## config.mk

```make
export PLATFORM = sky130hd
export DESIGN_NAME = tick_sequencer
export DESIGN_NICKNAME = d
export VERILOG_FILES = /design/src/rtl/tick_sequencer_pkg.sv /design/src/rtl/player_req_latch.sv /design/src/rtl/tick_sequencer.sv
export SDC_FILE = /design/constraint.sdc
export NUM_CORES = 1
export LEC_CHECK = 0
export BUFFER_PORTS_ARGS = -buffer_cell sky130_fd_sc_hd__buf_2
export CAP_MARGIN = 40
export CORE_UTILIZATION = 43
export CTS_CLUSTER_DIAMETER = 80
export DETAILED_ROUTE_END_ITERATION = 8
export PLACE_DENSITY = 0.63
export SLEW_MARGIN = 20
export SYNTH_ARGS = -nofsm -noshare
export SYNTH_HDL_FRONTEND = slang
export SYNTH_HIERARCHICAL = 1
export SYNTH_SLANG_ARGS = --single-unit
```

## constraint.sdc

```tcl
create_clock -name clk -period 2.75 [get_ports clk]
set_clock_uncertainty 0.2 [all_clocks]
set_input_delay 0 -clock clk [delete_from_list [all_inputs] [get_ports clk]]
set_output_delay 0 -clock clk [all_outputs]
set_load 0.005 [all_outputs]
```

## src/rtl/tick_sequencer_pkg.sv

```systemverilog
// Shared types and constants for the per-tick storage sequencer.
// State/phase enums, mode codes, direction encodings, step search helper.
package tick_sequencer_pkg;

  typedef enum logic [1:0] {
    S_IDLE,
    S_STEP,
    S_SWEEP,
    S_DONE
  } state_t;

  typedef enum logic [1:0] {
    PH_CALC,
    PH_LATCH,
    PH_WRITE
  } phase_t;

  localparam logic [3:0] MODE_IDLE  = 4'b0000;
  localparam logic [3:0] MODE_SWEEP = 4'b1111;

  localparam logic [1:0] DIR_UP    = 2'b00;
  localparam logic [1:0] DIR_DOWN  = 2'b01;
  localparam logic [1:0] DIR_LEFT  = 2'b10;
  localparam logic [1:0] DIR_RIGHT = 2'b11;

  localparam logic [1:0] P1_RST_DIR = DIR_DOWN;
  localparam logic [1:0] P2_RST_DIR = DIR_UP;

  // pl=1 selects player 2, proj=1 selects the projectile object
  function automatic logic [3:0] step_mode(
    input logic pl,
    input logic proj
  );
    return {1'b0, pl, proj, 1'b1};
  endfunction

  // Lowest active step index >= from; bit 2 set means none left
  function automatic logic [2:0] first_from(
    input logic [3:0] act,
    input logic [2:0] from
  );
    logic [2:0] r;
    r = 3'b100;
    for (int i = 3; i >= 0; i--) begin
      if (act[i] && 3'(i) >= from) begin
        r = {1'b0, 2'(i)};
      end
    end
    return r;
  endfunction

endpackage

```

## src/rtl/player_req_latch.sv

```systemverilog
// One player's move/fire request latches, tracked tank dir, projectile state.
// Ports: req/dir/fire in; step strobes from the sequencer; pending flags and dirs out.
module player_req_latch
  import tick_sequencer_pkg::*;
#(
  parameter int         PROJ_RANGE = 15,
  parameter logic [1:0] RST_DIR    = 2'b00
) (
  input  logic       clk,
  input  logic       reset,
  input  logic       req,
  input  logic [1:0] dir,
  input  logic       fire,
  input  logic       tank_busy,
  input  logic       tank_write,
  input  logic [1:0] wdir,
  input  logic       proj_calc,
  input  logic       proj_write,
  output logic       move_pend,
  output logic [1:0] move_dir,
  output logic       proj_pend,
  output logic [1:0] proj_dir
);

  logic       pend_q;
  logic [1:0] mdir_q;
  logic       rearm_q;
  logic [1:0] tdir_q;
  logic       fire_q;
  logic       fly_q;
  logic [1:0] pdir_q;
  logic [7:0] rng_q;

  // A request seen while this tank's step is in progress was not
  // part of the data already issued, so it stays pending (rearm).
  always_ff @(posedge clk) begin
    if (!reset) begin
      pend_q  <= 1'b0;
      mdir_q  <= DIR_UP;
      rearm_q <= 1'b0;
      tdir_q  <= RST_DIR;
      fire_q  <= 1'b0;
      fly_q   <= 1'b0;
      pdir_q  <= DIR_UP;
      rng_q   <= '0;
    end else begin
      if (req) begin
        mdir_q <= dir;
      end
      if (tank_write) begin
        pend_q  <= req | rearm_q;
        rearm_q <= 1'b0;
        tdir_q  <= wdir;
      end else begin
        if (req) begin
          pend_q <= 1'b1;
        end
        if (req && tank_busy) begin
          rearm_q <= 1'b1;
        end
      end
      if (proj_calc && fire_q) begin
        fire_q <= 1'b0;
        fly_q  <= 1'b1;
        rng_q  <= 8'(PROJ_RANGE);
        pdir_q <= tdir_q;
      end else if (fire && !fly_q) begin
        fire_q <= 1'b1;
      end
      if (proj_write) begin
        rng_q <= rng_q - 8'd1;
        if (rng_q == 8'd1) begin
          fly_q <= 1'b0;
        end
      end
    end
  end

  assign move_pend = pend_q;
  assign move_dir  = mdir_q;
  assign proj_pend = fly_q | fire_q;
  // During a launching CALC the new dir is not registered yet
  assign proj_dir  = fire_q ? tdir_q : pdir_q;

endmodule

```

## src/rtl/tick_sequencer.sv

```systemverilog
// Per-game-tick scheduler: tank/projectile steps in alternating order, then RAM sweep.
// Ports: clk, reset, tick, p1/p2 req/dir/fire in; mode, load_out, address, data, busy, frame_done, overrun out.
module tick_sequencer
  import tick_sequencer_pkg::*;
#(
  parameter int SWEEP_LEN  = 256,
  parameter int PROJ_RANGE = 15
) (
  input  logic       clk,
  input  logic       reset,
  input  logic       tick,
  input  logic       p1_req,
  input  logic [1:0] p1_dir,
  input  logic       p1_fire,
  input  logic       p2_req,
  input  logic [1:0] p2_dir,
  input  logic       p2_fire,
  output logic [3:0] mode,
  output logic       load_out,
  output logic [7:0] address,
  output logic [7:0] data,
  output logic       busy,
  output logic       frame_done,
  output logic [7:0] overrun
);

  localparam logic [7:0] LAST = 8'(SWEEP_LEN - 1);

  state_t     state_q, state_d;
  phase_t     phase_q, phase_d;
  logic [1:0] idx_q, idx_d;
  logic [7:0] addr_q, addr_d;
  logic       first_q, first_d;
  logic       pend_q, pend_d;
  logic [7:0] ovr_q, ovr_d;
  logic [1:0] sdata_q, sdata_d;

  logic [1:0] mv, pj;
  logic [1:0] mdir [2];
  logic [1:0] pdir [2];
  logic       pl, is_proj, in_step, go;
  logic [1:0] cur_dir;
  logic [3:0] act;
  logic [2:0] from, nx;
  logic [1:0] t_busy, t_wr, p_calc, p_wr;

  // Step order for first player f: F tank, F proj, S tank, S proj
  function automatic logic [3:0] act_for(
    input logic       f,
    input logic [1:0] m,
    input logic [1:0] p
  );
    return {p[!f], m[!f], p[f], m[f]};
  endfunction

  player_req_latch #(
    .PROJ_RANGE(PROJ_RANGE),
    .RST_DIR   (P1_RST_DIR)
  ) u_p1 (
    .clk       (clk),
    .reset     (reset),
    .req       (p1_req),
    .dir       (p1_dir),
    .fire      (p1_fire),
    .tank_busy (t_busy[0]),
    .tank_write(t_wr[0]),
    .wdir      (sdata_q),
    .proj_calc (p_calc[0]),
    .proj_write(p_wr[0]),
    .move_pend (mv[0]),
    .move_dir  (mdir[0]),
    .proj_pend (pj[0]),
    .proj_dir  (pdir[0])
  );

  player_req_latch #(
    .PROJ_RANGE(PROJ_RANGE),
    .RST_DIR   (P2_RST_DIR)
  ) u_p2 (
    .clk       (clk),
    .reset     (reset),
    .req       (p2_req),
    .dir       (p2_dir),
    .fire      (p2_fire),
    .tank_busy (t_busy[1]),
    .tank_write(t_wr[1]),
    .wdir      (sdata_q),
    .proj_calc (p_calc[1]),
    .proj_write(p_wr[1]),
    .move_pend (mv[1]),
    .move_dir  (mdir[1]),
    .proj_pend (pj[1]),
    .proj_dir  (pdir[1])
  );

  assign pl      = first_q ^ idx_q[1];
  assign is_proj = idx_q[0];
  assign in_step = (state_q == S_STEP);
  assign cur_dir = is_proj ? pdir[pl] : mdir[pl];

  always_comb begin
    t_busy = '0;
    t_wr   = '0;
    p_calc = '0;
    p_wr   = '0;
    t_busy[pl] = in_step && !is_proj && phase_q != PH_WRITE;
    t_wr[pl]   = in_step && !is_proj && phase_q == PH_WRITE;
    p_calc[pl] = in_step && is_proj && phase_q == PH_CALC;
    p_wr[pl]   = in_step && is_proj && phase_q == PH_WRITE;
  end

  always_ff @(posedge clk) begin
    if (!reset) begin
      state_q <= S_IDLE;
      phase_q <= PH_CALC;
      idx_q   <= '0;
      addr_q  <= '0;
      first_q <= 1'b0;
      pend_q  <= 1'b0;
      ovr_q   <= '0;
      sdata_q <= '0;
    end else begin
      state_q <= state_d;
      phase_q <= phase_d;
      idx_q   <= idx_d;
      addr_q  <= addr_d;
      first_q <= first_d;
      pend_q  <= pend_d;
      ovr_q   <= ovr_d;
      sdata_q <= sdata_d;
    end
  end

  always_comb begin
    state_d = state_q;
    phase_d = phase_q;
    idx_d   = idx_q;
    addr_d  = addr_q;
    first_d = first_q;
    sdata_d = sdata_q;
    pend_d  = pend_q;
    ovr_d   = ovr_q;
    go      = 1'b0;
    // DONE restarts with the toggled first player
    act  = act_for((state_q == S_DONE) ? !first_q : first_q,
                   mv, pj);
    from = in_step ? 3'(idx_q) + 3'd1 : 3'd0;
    nx   = first_from(act, from);
    unique case (state_q)
      S_IDLE: go = tick;
      S_STEP: begin
        unique case (phase_q)
          PH_CALC: begin
            sdata_d = cur_dir;
            phase_d = PH_LATCH;
          end
          PH_LATCH: phase_d = PH_WRITE;
          PH_WRITE: go = 1'b1;
          default:  phase_d = PH_CALC;
        endcase
      end
      S_SWEEP: begin
        addr_d = addr_q + 8'd1;
        if (addr_q == LAST) begin
          state_d = S_DONE;
          addr_d  = '0;
        end
      end
      S_DONE: begin
        first_d = !first_q;
        go      = pend_q | tick;
        if (!go) begin
          state_d = S_IDLE;
        end
      end
      default: state_d = S_IDLE;
    endcase
    if (go) begin
      if (nx[2]) begin
        state_d = S_SWEEP;
        addr_d  = '0;
      end else begin
        state_d = S_STEP;
        idx_d   = nx[1:0];
        phase_d = PH_CALC;
      end
    end
    // A DONE-cycle tick restarts directly unless one is already held
    unique case (1'b1)
      state_q == S_IDLE: pend_d = 1'b0;
      state_q == S_DONE: pend_d = pend_q & tick;
      default: begin
        pend_d = pend_q | tick;
        if (tick && pend_q && ovr_q != 8'hFF) begin
          ovr_d = ovr_q + 8'd1;
        end
      end
    endcase
  end

  always_comb begin
    mode     = MODE_IDLE;
    load_out = 1'b0;
    address  = '0;
    data     = '0;
    unique case (state_q)
      S_STEP: begin
        mode     = step_mode(pl, is_proj);
        load_out = (phase_q == PH_LATCH);
        data     = {6'b0, (phase_q == PH_CALC) ? cur_dir : sdata_q};
      end
      S_SWEEP: begin
        mode    = MODE_SWEEP;
        address = addr_q;
      end
      default: ;
    endcase
  end

  assign busy       = (state_q != S_IDLE);
  assign frame_done = (state_q == S_DONE);
  assign overrun    = ovr_q;

endmodule
```

==> qor.csv <==
metric;value;unit
status;finished clean;
finalCritPeriodShare;0.896;
tns;0;ns
rrSetupSlack;0.31;ns
antenna_cells;0;
max-cap-violations;0;
fin_ws;0.285;ns
required;2.55;ns
power_leakage;1.78;nW
routed_wl;6900;um
clock_path_buffers;2;
fp-row-count;32;
async_reset_ff_frac;0;
yosysTopAreaCellShare;0.356;
initial_utilization;0.447;
syn_to_final_growth;17.7;%
max_slew_margin;0.545;
tightest_slew;0.682;ns
final_core_util;0.526;
clkLatencyLatePin;0.33;ns
firstDrtPassIters;4;
io_buffer_count;35;
ir_drop;0.386;mV
place.gp.congestion;0.766;
path_class;reg2out;
clock.fmax;406;MHz
ys_seq_area_frac;0.356;
fin_cells;542;
cts_buffers;9;
core;7810;um^2
grt_first_pass_wirelength;11600;um
wl_per_cell;12.7;um
routed-via-count;2782;
power_density;596;nW/um^2
synth.area.top_cells;dfxtp_1 (36%), ha_1 (5.7%), mux2i_1 (5.7%);
layout_min_cycle_time;2.46;ns
synth-seq-cells;62;
synth_edf_count;0;
drive_gt1_frac;0.189;
die-area;8480;um^2
grt_remaining_overflow;0;
fin_area;4110;um^2
drtIter0Drc;80;
grt_usage;0.170;
vias_per_cell;5.13;
dp_hpwl;4820;um
avgSynthCellArea;9.21;um^2
antenna_left;0;
fp.dieH;92.1;um
min_path_type;reg2reg;
clk_pin_slew_worst_paths;0.07;ns
nets;462;
rsz0062_at_grt;false;
post-place-ws;0.360;ns
dpl_cell_area;3730;um^2
die_w;92.1;um
yosys.area.top_type;dfxtp_1;
drc;0;
cts-root-buf;clkbuf_8;
cts.sinks;62;
io_pins;42;
finalMaxSlewViolations;0;
hold_viol;0;
postCtsResizedCells;0;
dp_cells;508;
grt_max_degree;31;
crit_path_max_fanout;6;
end_kind;primary output;
grt_pass1_vias;2534;
synth-main-ff-cell;dfxtp_1;
cts_tree;yes;
htree_levels;3;
critPathArrivalTime;2.26;ns
synth_area;3490;um^2
ys_warn_count;6;
finalSetupViolCount;0;
synth_cell_types;59;
antenna_found_initial;0;
setup.worst_path.start_class;flip-flop;
synth_cells;379;
[layout by cell type (no fill, tap or decap), types with 8 or more instances in the layout]
master / instances
a21oi_1: 12
and2_1: 11
buf_2: 35
clkbuf_8: 11
dfxtp_1: 62
dlygate4sd3_1: 18
ha_1: 16
inv_1: 12
mux2i_1: 20
nand2_1: 32
nand2b_1: 8
nand3_1: 20
nor2_1: 32
nor2b_1: 13
nor3_1: 12
o21ai_0: 11
xnor2_1: 8
[metrics by stage]
step                      hold WS (ns)  power, W
after floorplan                -0.0762   0.00149
after global placement          0.0554   0.00162
after detailed placement        0.0640   0.00163
after CTS                        0.263   0.00248
after global routing             0.275   0.00260
final                            0.259   0.00245
[path summary, 6_finish.rpt]
| kind | from | endpoint | cells after the start |
|---|---|---|---|
| setup / recovery | first_q | data[1] | 5 |
| hold reg to reg | u_p1/pdir_q[1] | u_p1/pdir_q[1] | 2 |
| hold / removal | u_p1/pdir_q[1] | u_p1/pdir_q[1] | 2 |
| setup reg to reg | state_q[1] | state_q[0] | 6 |
[cells by family after synthesis]
| group | synth area share |
|---|---|
| mux | 0.104 |
| other cells | 0.00107 |
| simple gates | 0.265 |
| buf+inv | 0.0523 |
| xor+xnor | 0.0423 |
| compound gates | 0.123 |
| flops | 0.356 |
| fa+ha+maj | 0.0573 |
[where the power goes]
group / total, W / switching, W / internal, W
combinational: 0.000627 / 0.000333 / 0.000294
sequential: 0.00101 / 0.0000607 / 0.000953
clock: 0.000807 / 0.000343 / 0.000464
[layout make-up]
| class | instances | area, um^2 |
|---|---|---|
| fillers | 758 | 3700 |
| multi-input cells | 290 | 2090 |
| flip-flops and latches | 62 | 1240 |
| repair buffers | 60 | 408 |
| clock buffers | 12 | 155 |
| well taps | 102 | 128 |
| clock inverters | 4 | 45.0 |
| inverters | 12 | 45.0 |
[critical path: stages, from the launching register on]
cell     delay [ns]
dfxtp_1        0.39
xnor2_1        0.54
mux4_2         0.57
mux2i_1        0.23
nor2b_1        0.07
buf_2          0.13
[state kept, by name, indices dropped and copies added, names as in the netlist, 2 cells and up]
register	cells
addr_q	8
overrun	8
u_p1/rng_q	8
u_p2/rng_q	8
idx_q	2
phase_q	2
sdata_q	2
state_q	2
u_p1/move_dir	2
u_p1/pdir_q	2
u_p1/tdir_q	2
u_p2/move_dir	2
u_p2/pdir_q	2
u_p2/tdir_q	2
[cell usage after synthesis (all sizes together) (3+ instances only)]
master / instances
nand2b: 8
a21oi: 12
and3: 4
xor2: 7
a21boi: 6
mux2: 10
nor2b: 13
nor2: 32
nand3: 20
and2: 14
nand4: 4
nand2: 32
nor3: 12
or2: 3
dfxtp: 62
ha: 16
buf: 16
inv: 12
clkbuf: 4
xnor2: 9
o21a: 6
or3: 4
nor3b: 4
mux2i: 20
o21ai: 13
[layer usage]
layer / track usage / vias up / part of all wire
met5: 0 / - / 0
met4: 0.0352 / 0 / 0.0087
met3: 0.0539 / 7 / 0.035
met2: 0.278 / 55 / 0.46
met1: 0.220 / 1295 / 0.50
li1: - / 1425 / -
[what timing repair did]
| item | 4_1_cts | 5_1_grt |
|---|---|---|
| hold buffers | 18 | 0 |
| hold endpoints to repair | 28 | 0 |
| setup buffers | 0 | 0 |
Power figures use the tool's default switching activity.
